$ cat src/rtl/sipo_frame_ctrl.sv
// Serial-in / parallel-out frame assembler with a ready/valid handoff.
// Bits arrive one per valid beat and are collected into a WIDTH-bit word.
// A completed word is held until the consumer takes it. A frame start that
// arrives while a word is still waiting is dropped and flagged as an overrun.
module sipo_frame_ctrl #(
    parameter int WIDTH = 4
) (
    input  logic             clk,
    input  logic             rst_n,
    input  logic             start,
    input  logic             din,
    input  logic             din_valid,
    input  logic             out_ready,
    input  logic             clr_ovr,
    output logic [WIDTH-1:0] out_data,
    output logic             out_valid,
    output logic             busy,
    output logic             overrun,
    output logic [7:0]       frame_cnt
);

    localparam int CW = $clog2(WIDTH) + 1;
    // Counter value held just before the final bit of a frame is accepted
    localparam logic [CW-1:0] LAST_CNT = CW'(WIDTH - 1);

    typedef enum logic [1:0] {
        IDLE  = 2'd0,
        SHIFT = 2'd1,
        HOLD  = 2'd2
    } state_t;

    state_t           state_reg;
    state_t           state_next;
    logic [CW-1:0]    cnt_reg;
    logic [WIDTH-1:0] data_reg;
    logic [7:0]       frame_cnt_reg;
    logic             overrun_reg;

    // Control strobes produced by the next-state logic
    logic shift_en;   // accept din into the shift register this cycle
    logic restart;    // the accepted bit is bit 0 of a new frame
    logic handshake;  // held word is taken by the consumer
    logic ovr_set;    // frame start dropped while holding a word

    // State register
    always_ff @(posedge clk) begin
        if (!rst_n) begin
            state_reg <= IDLE;
        end else begin
            state_reg <= state_next;
        end
    end

    // Next-state and datapath control decode
    always_comb begin
        state_next = state_reg;
        shift_en   = 1'b0;
        restart    = 1'b0;
        handshake  = 1'b0;
        ovr_set    = 1'b0;
        case (state_reg)
            IDLE: begin
                if (start && din_valid) begin
                    shift_en   = 1'b1;
                    restart    = 1'b1;
                    state_next = SHIFT;
                end
            end
            SHIFT: begin
                // Without din_valid the frame simply stalls
                if (din_valid) begin
                    shift_en = 1'b1;
                    if (start) begin
                        // Abort and begin again with this bit as bit 0
                        restart = 1'b1;
                    end else if (cnt_reg == LAST_CNT) begin
                        state_next = HOLD;
                    end
                end
            end
            HOLD: begin
                if (out_ready) begin
                    handshake = 1'b1;
                    if (start && din_valid) begin
                        // Back-to-back: next frame starts in the handoff cycle
                        shift_en   = 1'b1;
                        restart    = 1'b1;
                        state_next = SHIFT;
                    end else begin
                        state_next = IDLE;
                    end
                end else if (start && din_valid) begin
                    ovr_set = 1'b1;
                end
            end
            default: begin
                state_next = IDLE;
            end
        endcase
    end

    // Outputs decoded directly from the state register (no extra lag)
    always_comb begin
        out_valid = (state_reg == HOLD);
        busy      = (state_reg != IDLE);
    end

    // Shift register, bit counter, delivered-frame counter and overrun flag
    always_ff @(posedge clk) begin
        if (!rst_n) begin
            data_reg      <= '0;
            cnt_reg       <= '0;
            frame_cnt_reg <= '0;
            overrun_reg   <= 1'b0;
        end else begin
            // New bits enter at the MSB so the first bit ends in bit 0
            if (shift_en) begin
                data_reg <= {din, data_reg[WIDTH-1:1]};
            end
            if (restart) begin
                cnt_reg <= CW'(1);
            end else if (shift_en) begin
                cnt_reg <= cnt_reg + 1'b1;
            end else if (handshake) begin
                cnt_reg <= '0;
            end
            if (handshake) begin
                frame_cnt_reg <= frame_cnt_reg + 8'd1;
            end
            // A set in the same cycle as a clear takes priority
            if (ovr_set) begin
                overrun_reg <= 1'b1;
            end else if (clr_ovr) begin
                overrun_reg <= 1'b0;
            end
        end
    end

    assign out_data  = data_reg;
    assign overrun   = overrun_reg;
    assign frame_cnt = frame_cnt_reg;

endmodule

$ cat config.mk
export PLATFORM = sky130hd
export DESIGN_NAME = sipo_frame_ctrl
export DESIGN_NICKNAME = d
export VERILOG_FILES = /design/src/rtl/sipo_frame_ctrl.sv
export SDC_FILE = /design/constraint.sdc
export NUM_CORES = 1
export LEC_CHECK = 0
export CAP_MARGIN = 20
export CORE_MARGIN = 1.5
export CORE_UTILIZATION = 40
export DETAILED_ROUTE_END_ITERATION = 8
export GPL_TIMING_DRIVEN = 0
export PLACE_DENSITY = 0.72
export SETUP_SLACK_MARGIN = 0.3
export SLEW_MARGIN = 20
export SYNTH_ARGS = -nofsm -noshare
export SYNTH_HDL_FRONTEND = slang
export SYNTH_SLANG_ARGS = --single-unit
$ cat constraint.sdc
create_clock -name clk -period 1.88 [get_ports clk]
set_clock_uncertainty 0.05 [all_clocks]
set_input_delay 0.376 -clock clk [delete_from_list [all_inputs] [get_ports clk]]
set_output_delay 0.376 -clock clk [all_outputs]
set_load 0.02 [all_outputs]
==> run metrics <==
run status finished clean; cells along the critical path clkdlybuf4s50_1 -> o21ai_2 -> a21oi_4 -> mux2_1 -> nor2_1; register bit total from synthesis 18; CTS root buf clkbuf_4; Hold Vio Cnt, Final 0; Die X 50.6 µm; final setup fails 0; Comb pwr share 13.1%; Syn Area/Cell 9.44 µm²; Final min period 1.54 ns; total number of vias 749; Slew Viols, Final 0; TNS Setup 0 ns; clk_lat worst skew 0.30 ns; Critical Path Start Type primary input; die area 2560 µm²; Syn-to-layout area delta 34.1%; Cell variety after synth 36; share of layout cells above drive strength 1 17.7%; DR iter-0 viols 8; GRT Util Overall 15.4%; # rows 17; post-route insts no fill 152; Overall Power 0.736 mW; cts bufs inserted 3; worst hold slack 0.457 ns; Core Area 2170 µm²; design area 1210 µm²; Clock Tree Buf Depth 2; Setup CP Type in -> reg; worst-path maximum fanout 6; most common flop cell mapped by yosys dfxtp_1; drt via density 4.93; Nets 135; H-tree levels 1; final wirelength 1830 µm; Internal 0.559 mW; DR DRC count 0; post-route antenna net violation count 0; Sw Share 24.1%; drt wl/cell 12.1 µm; Post-Syn Nets 106; synthesized cell area 906 µm²; n_diodes 0; placed cells 145; largest net degree at the start of global routing 11; Synth area leader dfxtp_1; Max-slew headroom 74.5%; CP top delay family buffers and inverters; number of hold buffers added after CTS 0; maximum VDD drop 0.378 mV; clock share of power 33.5%; Static Leak 0.566 nW; Arr. time, crit path 1.75 ns; Worst-path clk slew 0.11 ns; number of flops mapped to enable cells by yosys 0; post-DP HPWL 1270 µm; first-pass GRT wire length 2930 µm; I/O Buffers 21; Worst Path Required 2.08 ns; TritonCTS Sinks 18; Yosys warning total 0; CTS tree done; area post-placement 1150 µm²; Hold WC Path Type reg -> reg; Crit. End Element register; Die H 50.6 µm; maxcap violations 0; GP Congestion 0.777; most frequent cells in the layout 16 x dfxtp_1, 13 x dlygate4sd2_1, 11 x nand2_1, 7 x and2_1, 5 x inv_1; Detailed Routing Iterations Pass 1 4; Filler cells 210; # IOs 22; critical path's slowest cell clkdlybuf4s50_1; Final Cycle Share 82.2%; grt total ovfl 0; most common cell after layout, fill and taps aside dfxtp_1; max FFs per register 8; asr flop ratio synth 0%; Slowest Stage Delay on Critical Path 0.58 ns; register area share after synthesis 39.8%; Fmax 647 MHz; top post-synthesis cells by area dfxtp_1 40%, and2_1 4.8%, nand2_1 4.6%; Syn Inst Count 96; ratio of total power to cell area 606 nW/µm²; post-synth top area share 39.8%; Worst-Margin Slew 0.383 ns; vias in the first global route 686; power share of the sequential group 53.5%; unrepaired setup endpoints after global routing no; initial core utilization 41.8%; initial antenna violation count 0; buffer and inverter count on the worst path 1; Net Sw Power 0.177 mW
-- cell usage after synthesis, types with 2 or more instances --
cell type and number:
xor2_1 2, mux2i_1 4, nor2_1 3, a21oi_1 3, nor3_2 2, nand3b_1 2
inv_1 5, dfxtp_1 18, o21a_1 2, xnor2_1 4, o21ai_0 2, nand2_1 11
ha_1 3, nand4_1 4, and2_1 7, nor2b_1 4
-- through the flow --
stage / utilization (%) / setup slack (ns)
finish: 56.0 / 0.335
CTS: 54.6 / 0.139
global placement: 53.1 / -0.0570
detailed placement: 53.1 / -0.105
floorplan: - / 0.540
global route: 56.0 / 0.303
-- worst paths after layout --
kind | from | endpoint | slack (ns) | cells after the start
setup / recovery | din_valid | cnt_reg[2]$_SDFFE_PP0P_ | 0.34 | 5
hold / removal | frame_cnt[1]$_SDFFE_PN0P_ | frame_cnt[1]$_SDFFE_PN0P_ | 0.46 | 2
setup reg to reg | state_reg[0]$_SDFFE_PN0P_ | cnt_reg[2]$_SDFFE_PP0P_ | 0.45 | 6
hold reg to reg | frame_cnt[1]$_SDFFE_PN0P_ | frame_cnt[1]$_SDFFE_PN0P_ | 0.46 | 2
-- area by class of cell --
type,instances,area (µm²),share of cell area [%]
plain buffers,3,26.3,2.16
multi-input cells,70,520,42.8
inverters,5,18.8,1.54
repair buffers,24,215,17.7
clock buffers,4,36.3,2.99
well taps,28,35.0,2.88
flip-flops and latches,18,363,29.9
-- worst min-delay path, stage by stage (launching register included) --
cell and delay [ns]:
dfxtp_1 0.35, nand2_1 0.06, a21boi_0 0.06
-- power groups by stage --
stage	Sequential, mW	Combinational (mW)	Clock, mW
floorplan	0.403	0.0492	0
finish	0.394	0.0962	0.246
CTS	0.394	0.0882	0.250
global placement	0.401	0.0841	0
detailed placement	0.402	0.0869	0
global route	0.395	0.103	0.270
-- timing repair --
| action | CTS | global route |
|---|---|---|
| setup buffers | 0 | 3 |
| resized for setup | 26 | 7 |
| gates cloned | 0 | 0 |
| setup endpoints to repair | 17 | 5 |
-- cells by family (layout without fill, tap and decap cells) --
logic type               after synthesis  count (layout)  synth area share (%)
flip-flops                            18              18                  39.8
XOR/XNOR                               6               6                  5.80
AND/OR/NAND/NOR                       42              42                  29.1
multiplexers                           5               5                  5.66
adder cells (fa/ha/maj)                3               3                  4.14
AO/OA/AOI/OAI                         14              14                  11.6
buffers and inverters                  8              36                  3.87
-- layer usage --
metal	up-vias	share of wire, %	track usage, %
met5	-	0	0
met4	0	2.1	6.76
met3	5	4.2	3.57
met2	16	50	27.2
met1	344	43	17.4
li1	384	-	-
(Power assumes the default switching activity.)
